===== config.mk =====
export PLATFORM = sky130hd
export DESIGN_NAME = piso_seq_feeder
export DESIGN_NICKNAME = d
export VERILOG_FILES = /design/src/rtl/piso_seq_feeder.sv
export SDC_FILE = /design/constraint.sdc
export NUM_CORES = 1
export LEC_CHECK = 0
export ABC_CLOCK_PERIOD_IN_PS = 1900
export CAP_MARGIN = 20
export CORE_MARGIN = 3
export CORE_UTILIZATION = 50
export DETAILED_ROUTE_END_ITERATION = 12
export PLACE_DENSITY = 0.82
export SYNTH_ARGS = -nofsm -noshare
export SYNTH_HDL_FRONTEND = slang
export SYNTH_SLANG_ARGS = --single-unit

===== constraint.sdc =====
create_clock -name clk -period 1.9 [get_ports clk]
set_input_delay 0.475 -clock clk [delete_from_list [all_inputs] [get_ports clk]]
set_output_delay 0.475 -clock clk [all_outputs]
set_load 0.005 [all_outputs]

===== src/rtl/piso_seq_feeder.sv =====
// Parallel-in, serial-out streamer feeding a single-bit sequence-detector input.
// Words enter over valid/ready, leave MSB-first; a one-word buffer keeps streams gapless.
module piso_seq_feeder #(
  parameter int unsigned WIDTH = 8
) (
  input  logic             clk,
  input  logic             reset,
  input  logic             load_valid,
  input  logic [WIDTH-1:0] load_data,
  output logic             load_ready,
  input  logic             shift_en,
  output logic             ser_out,
  output logic             ser_valid,
  output logic             ser_last,
  output logic             busy
);

  localparam int unsigned CW = $clog2(WIDTH);

  typedef enum logic {
    IDLE  = 1'b0,
    SHIFT = 1'b1
  } state_e;

  state_e           state_q, state_d;
  logic [WIDTH-1:0] shift_reg_q, shift_reg_d;
  logic [CW-1:0]    bit_cnt_q, bit_cnt_d;
  logic [WIDTH-1:0] buf_reg_q, buf_reg_d;
  logic             buf_full_q, buf_full_d;
  logic             accept;

  // Output decode straight from the state registers
  assign ser_valid  = (state_q == SHIFT);
  assign ser_out    = ser_valid & shift_reg_q[WIDTH-1];
  assign ser_last   = ser_valid & (bit_cnt_q == CW'(WIDTH-1));
  assign busy       = ser_valid | buf_full_q;
  assign load_ready = ~buf_full_q & ~reset;
  assign accept     = load_valid & load_ready;

  // Next-state: direct load, buffered load, bit advance and word hand-over
  always_comb begin
    state_d     = state_q;
    shift_reg_d = shift_reg_q;
    bit_cnt_d   = bit_cnt_q;
    buf_reg_d   = buf_reg_q;
    buf_full_d  = buf_full_q;

    if (state_q == IDLE) begin
      if (accept) begin
        shift_reg_d = load_data;
        bit_cnt_d   = '0;
        state_d     = SHIFT;
      end
    end else if (shift_en && ser_last) begin
      // A full buffer forces load_ready low, so accept cannot coincide with it
      if (buf_full_q) begin
        shift_reg_d = buf_reg_q;
        bit_cnt_d   = '0;
        buf_full_d  = 1'b0;
      end else if (accept) begin
        shift_reg_d = load_data;
        bit_cnt_d   = '0;
      end else begin
        state_d   = IDLE;
        bit_cnt_d = '0;
      end
    end else begin
      if (shift_en) begin
        shift_reg_d = {shift_reg_q[WIDTH-2:0], 1'b0};
        bit_cnt_d   = bit_cnt_q + CW'(1);
      end
      if (accept) begin
        buf_reg_d  = load_data;
        buf_full_d = 1'b1;
      end
    end
  end

  always_ff @(posedge clk or posedge reset) begin
    if (reset) begin
      state_q     <= IDLE;
      shift_reg_q <= '0;
      bit_cnt_q   <= '0;
      buf_reg_q   <= '0;
      buf_full_q  <= 1'b0;
    end else begin
      state_q     <= state_d;
      shift_reg_q <= shift_reg_d;
      bit_cnt_q   <= bit_cnt_d;
      buf_reg_q   <= buf_reg_d;
      buf_full_q  <= buf_full_d;
    end
  end

endmodule


## After elaboration in Yosys (flattened, before gate mapping)

Index checks and enable logic that the tools add are counted.

- Input port bits: 12
- Bits in registers: 21

- Reductions and logical operators: 6
- Multiplexer cells: 15
- $add $sub $neg: 1
- Equal/unequal tests: 2
- Bitwise logic cells: 8

Operator list:

| cell | count |
|---|---|
| $mux 8 | 5 |
| $mux 3 | 4 |
| $mux 1 | 6 |
| $and 1x1->1 | 4 |
| $reduce_and 2->1 | 2 |
| $reduce_bool 2->1 | 2 |
| $add 3x1->3 const B | 1 |
| $eq 3x3->1 const B | 1 |
| $ne 3x2->1 const B | 1 |
| $not 1->1 | 3 |
| $reduce_and 3->1 | 1 |
| $logic_and 1x1->1 | 1 |
| $or 1x1->1 | 1 |

## Depth between registers and ports, before layout

Gate-level depths: netlist (run 1).

- Word-level depth: 7
- Mapped depth: 7
- Mapped depth without buffers: 5

## Least setup slack after synthesis (run 1)

No wires, ideal clock.

- Kind: flip-flop to output port
- Start point: register bit_cnt_q[0]
- End point: output ser_last
- Data arrival time: 1,251 ps
- Buffers on the path: 2
- Stages on the path, launching flop included: 6
- Data required time: 1,425 ps
- Path slack: 174 ps
- Path through: dfrtp_1 -> ha_1 -> ha_1 -> buf_2 -> clkbuf_1 -> and2_1

- Word-level cells in the longest chain between the ends: 2

RTL lines:

| element | line | RTL |
|---|---|---|
| from (decl) | 27 | `logic [CW-1:0] bit_cnt_q, bit_cnt_d;` |
| from (signal assigned) | 89 | `bit_cnt_q <= bit_cnt_d;` |
| $eq 3x3->1 | 35 | `assign ser_last = ser_valid & (bit_cnt_q == CW'(WIDTH-1));` |
| $and 1x1->1 | 35 |  |
| to (decl) | 14 | `output logic ser_last,` |

No other way between the ends.

## Final worst setup path (run 1)

- Start point: input reset
- End point: output load_ready

- Word-level cells in the longest chain between the ends: 2

RTL lines:

| element | line | RTL |
|---|---|---|
| from (decl) | 7 | `input logic reset,` |
| $not 1->1 | 37 | `assign load_ready = ~buf_full_q & ~reset;` |
| $and 1x1->1 | 37 |  |
| to (decl) | 10 | `output logic load_ready,` |

No other way between the ends.

==> results of run 1 <==
## cell usage after synthesis, drive strengths merged
cell type | instances | area, sq um
ha | 2 | 25.02
nor3 | 1 | 5.000
nand3 | 3 | 27.53
a32oi | 1 | 8.760
nand2b | 2 | 12.51
nor2b | 6 | 37.54
mux2 | 9 | 135.1
o21a | 1 | 7.510
inv | 5 | 18.77
nand2 | 4 | 15.01
nor3b | 1 | 18.77
clkbuf | 4 | 15.01
buf | 4 | 26.27
and3 | 1 | 6.260
or2 | 1 | 6.260
o22ai | 7 | 43.79
or3b | 1 | 8.760
o21ai | 9 | 45.04
mux2i | 8 | 92.59
a22o | 1 | 8.760
o221ai | 1 | 8.760
a21o | 1 | 7.510
a311oi | 6 | 52.55
and2 | 2 | 12.51
nor2 | 2 | 7.510
dfrtp | 21 | 525.5
o211a | 1 | 10.01
nand3b | 1 | 7.510
## final cells by class
class | instances | area, sq um
fill | 183 | 739.5
multi-input combinational | 72 | 618.1
sequential | 21 | 528.0
timing repair buffer | 30 | 267.8
tap | 28 | 35.03
clock buffer | 4 | 26.28
inverter | 5 | 18.77
## power by group through the flow
| stage | registers (W) | clock network, W | logic [W] |
|---|---|---|---|
| 2_1_floorplan | 0.000769 | 0 | 0.000667 |
| 3_3_place_gp | 0.000805 | 0 | 0.000850 |
| 3_5_place_dp | 0.000820 | 0 | 0.000892 |
| 4_1_cts | 0.000804 | 0.000218 | 0.000961 |
| 5_1_grt | 0.000835 | 0.000237 | 0.00113 |
| 6_report | 0.000809 | 0.000218 | 0.00102 |
## worst max-delay path by stage
| stage | endpoint | slack [ps] | depth (start not counted) |
|---|---|---|---|
| 5_1_grt | load_ready | 9 | 3 |
| 6_report | load_ready | 40 | 3 |
| 3_5_place_dp | load_ready | -190 | 3 |
| 3_3_place_gp | load_ready | -160 | 3 |
| 2_1_floorplan | ser_last | 170 | 5 |
| 4_1_cts | ser_valid | 3 | 2 |
## worst max-delay path, delay by kind of cell
kind / cells / cell delay [ps]
buffers and inverters: 2 / 790
and+or+nand+nor: 1 / 120
## flip-flops by register name, summed over array words and instances (netlist names)
| name | count |
|---|---|
| bit_cnt_q | 3 |
| ser_valid | 1 |
| buf_reg_q | 8 |
| buf_full_q | 1 |
| shift_reg_q | 8 |
## metal layers
metal / part of all wire [%] / GRT usage [%] / vias to the layer above / wire length, um
li1: - / - / 440 / -
met2: 50 / 32.68 / 28 / 1268
met3: 6.6 / 3.217 / 2 / 169
met5: 0 / 0 / - / 0
met4: 0.63 / 5.263 / 0 / 16
met1: 43 / 25.51 / 464 / 1104
## cells by family (layout without fill, tap and decap cells)
logic type	Yosys count	in the layout	share of synthesized area, %
compound gates	28	28	16.11
simple gates	25	25	13.81
flops	21	21	43.93
mux	17	17	19.04
buf+inv	13	39	5.020
fa+ha+maj	2	2	2.092
## timing repair
action / 4_1_cts / 5_1_grt
hold buffers: 0 / 0
buffers inserted: 3 / 3
pin swaps: 1 / 0
hold endpoints to repair: 0 / 0
resized for setup: 9 / 4
setup endpoints to repair: 5 / 3
## metrics by stage
stage / setup TNS, ps / hold slack, ps / area [sq um] / setup WS [ps] / total power [W]
floorplan: 0 / 451.5 / 1196 / 174.5 / 0.001435
global placement: -509.4 / 493.9 / 1410 / -160.5 / 0.001655
detailed placement: -1025 / 495.0 / 1410 / -187.5 / 0.001712
CTS: 0 / 416.1 / 1468 / 2.653 / 0.001983
global route: 0 / 425.1 / 1494 / 8.831 / 0.002198
finish: 0 / 401.9 / 1494 / 42.24 / 0.002043
==> impl_metrics.yaml, run 1 <==
sta:
  fmax_ghz: 0.5383
  period_minus_slack_ps: 1858
  worst_pin_slew_ps: 320.0
  rsz0062_at_grt: "no"
  clock-skew-final_ps: 1.042
  slew_violations: 0
  finalSetupViolCount: 0
  max-slew-margin-rel_pct: 78.67
  hold_violations: 0
  fin_crit_sh_pct: 97.78
global_routing:
  gr-total-overflow: 0
  antenna_found_initial: 0
  grt_pass1_wl_mm: 4.243
  grt_pass1_vias: 966
  track_usage_pct: 19.32
  grt_max_degree: 22
worst_hold_path:
  hp-class: "in -> async"
setup_path:
  timing.rr.start: "bit_cnt_q[0]"
  ff2ff_path_depth: 6
  cp-start-kind: "input port"
  arrival_ps: 1380
  crit_chain: "dlygate4sd2_1 -> nor2_1 -> clkdlybuf4s50_1"
  max_stage_delay_ps: 510
  crit_type: "in -> out"
  reg2reg_to: "buf_reg_q[2]"
  startpoint: "reset"
  crit_slowest_cell: "clkdlybuf4s50_1"
  required_ps: 1420
  reg2reg_slack_ps: 150
  endpoint_kind: "primary output"
  crit_fanout: 4
synthesis:
  syn_avg_cell_area_sq_um: 11.28
  synthCells: 106
  ys_ff_latch: 21
  synth.net_count: 120
  netlist_area_sq_mm: 0.001196
  synth_warnings: 0
  ys_types: 32
  yosysSeqAreaShare_pct: 43.93
routing:
  wl_per_cell_um: 15.99
  wl_mm: 2.559
  antenna_left: 0
  drc_errors: 0
  drt_iter0_markers: 12
  vias_per_cell: 5.838
  vias: 934
  dr.pass1.iters: 4
place:
  dp_cells: 150
  dp_hpwl_mm: 1.741
  gp_congestion: 0.7785
  io_buffers: 16
clocking:
  cts_num_sinks: 21
  cts_buffer_depth: 2
  cts_buffers: 3
  htree_levels: 1
  cts_tree: "yes"
  root_buffer: "clkbuf_4"
  clk_pin_slew_ps: 120
  clock_latency_ps: 300
power:
  power.density_mw_per_mm2: 1368
  p_switching_w: 0.0007082
  swShare_pct: 34.66
  irDropWorstVdd_mv: 0.6884
  combPwrFrac_pct: 49.7
  p_leak_nw: 0.6794
  power.share.clock_pct: 10.7
  pwr-share-seq_pct: 39.6
  p_int_w: 0.001335
layout:
  final_cell_mix: "19 x dfrtp_1, 13 x buf_4, 12 x clkdlybuf4s50_1"
  final_common_cell: "dfrtp_1"
  post-route-util_pct: 66.89
  nets: 147
  area_growth_pct: 24.90
  instances_no_fill: 160
  diodes: 0
  drive_above_1_share_pct: 27.27
floorplan:
  die_h_um: 54.91
  dieArea_sq_mm: 0.003015
  die_w_um: 54.91
  io_pins: 17
  rows: 17
  core_sq_mm: 0.002233
  initial_core_util_pct: 53.56
status:
  run_status: "complete, no violations"
flow_run:
  cap_viol_max_count: 0
No activity file was read; power rests on OpenSTA's default activity.
==> run 2, diff against run 1 <==
Settings changed: SKIP_CTS_REPAIR_TIMING set to 1.
==> run 2 against run 1 <==
Net effect: global-route usage shrank 0.28 points; combinational power is essentially flat; worst setup slack gained 27 ps; first-iteration DRC count grew 25%; worst hold slack lost 110 ps; non-clock buffer count shrank 2.
==> impl_metrics.yaml, run 2 (synthesized netlist as in run 1, its figures left out) <==
sta:
  slew_violations: 0
  finalSetupViolCount: 0
  hold_violations: 0
  period_minus_slack_ps: 1831
  fin_crit_sh_pct: 96.34
  setup_ws_ps: 69.45
  tns_ps: 0
  fmax_ghz: 0.5463
  rsz0062_at_grt: "no"
  worst_pin_slew_ps: 269.1
  max-slew-margin-rel_pct: 82.06
  clock-skew-final_ps: 2.088
clocking:
  cts_buffer_depth: 2
  cts_tree: "yes"
  htree_levels: 1
  clock_latency_ps: 290
  cts_buffers: 3
  cts_num_sinks: 21
  clk_pin_slew_ps: 110
  root_buffer: "clkbuf_4"
floorplan:
  dieArea_sq_mm: 0.003015
  rows: 17
  io_pins: 17
  die_h_um: 54.91
  initial_core_util_pct: 53.56
  die_w_um: 54.91
  core_sq_mm: 0.002233
routing:
  vias_per_cell: 5.854
  wl_mm: 2.485
  dr.pass1.iters: 4
  drc_errors: 0
  wl_per_cell_um: 15.73
  vias: 925
  antenna_left: 0
  drt_iter0_markers: 15
layout:
  diodes: 0
  nFillCells: 176
  final_cell_mix: "19 x dfrtp_1, 12 x clkdlybuf4s50_1, 10 x buf_4"
  largestRegisters: "buf_reg_q x8, shift_reg_q x8, bit_cnt_q x3"
  final_common_cell: "dfrtp_1"
  post-route-util_pct: 67.17
  fin_area_sq_mm: 0.001500
  nets: 145
  area_growth_pct: 25.42
  drive_above_1_share_pct: 25.38
setup_path:
  timing.rr.start: "bit_cnt_q[0]"
  reg2reg_slack_ps: 130
  required_ps: 1420
  crit_fanout: 6
  endpoint_kind: "primary output"
  cp-start-kind: "flip-flop"
  critPathBufInv: 2
  crit_chain: "buf_8 -> clkdlybuf4s50_1"
  crit_family: "buffers and inverters"
  reg2reg_to: "buf_reg_q[2]"
  arrival_ps: 1360
  crit_type: "reg -> out"
  ff2ff_path_depth: 6
  crit_slowest_cell: "clkdlybuf4s50_1"
  max_stage_delay_ps: 490
power:
  power.density_mw_per_mm2: 1342
  p_leak_nw: 0.7023
  irDropWorstVdd_mv: 0.6831
  power_w: 0.002013
global_routing:
  gr-total-overflow: 0
  grt_pass1_vias: 949
  grt_pass1_wl_mm: 4.174
  grt_max_degree: 22
  track_usage_pct: 19.03
  antenna_found_initial: 0
place:
  dp_hpwl_mm: 1.741
  gp_congestion: 0.7785
  io_buffers: 16
  place_ws_ps: -187.5
  post_dp_cell_area_sq_mm: 0.001410
status:
  run_status: "complete, no violations"
worst_hold_path:
  hp-class: "in -> async"
flow_run:
  cap_viol_max_count: 0
## run 2: area by class of cell
type                            instances  area, sq um  share of cell area, %
Tap cell                               28        35.03                  2.335
Timing Repair Buffer                   28        272.8                  18.18
Clock buffer                            4        26.28                  1.751
Inverter                                5        18.77                  1.251
Sequential cell                        21        528.0                  35.20
Multi-Input combinational cell         72        619.3                  41.28
## run 2: worst max path at each step
stage / startpoint / endpoint / slack [ps] / depth (start not counted)
3_3_place_gp: reset / load_ready / -160 / 3
5_1_grt: bit_cnt_q[0] / ser_last / 8 / 4
4_1_cts: bit_cnt_q[0] / ser_last / -260 / 4
2_1_floorplan: bit_cnt_q[0] / ser_last / 170 / 5
3_5_place_dp: reset / load_ready / -190 / 3
6_report: ser_valid / ser_valid / 70 / 2
## run 2: power by group
| group | switching [W] | internal [W] | leakage (nW) |
|---|---|---|---|
| Clock | 0.000131 | 0.0000816 | 0.0150 |
| Combinational | 0.000412 | 0.000578 | 0.426 |
| Sequential | 0.000150 | 0.000661 | 0.261 |
## run 2: worst register-to-register path, stage by stage (launching register included)
cell,delay (ps)
dfrtp_1,420
ha_2,190
ha_2,160
buf_4,190
nand2_1,150
nand3_4,200
mux2_4,350
## run 2: layer usage
metal	global-route usage [%]	up-vias	part of all wire, %
li1	-	439	-
met1	25.34	447	42
met2	32.28	37	51
met3	2.949	2	6.8
met4	4.858	0	0.64
met5	0	-	0
## run 2: per-stage QoR
step           cells  hold WS, ps
3_3_place_gp     150        493.9
4_1_cts          154        524.5
5_1_grt          158        304.8
3_5_place_dp     150        495.0
6_report         158        292.3
2_1_floorplan    106        451.5
==> run 3, diff against run 2 <==
Settings changed: CTS_CLUSTER_SIZE set to 30.
==> results of run 3 <==
The final DEF is identical to that of run 2; final timing and power are the same.
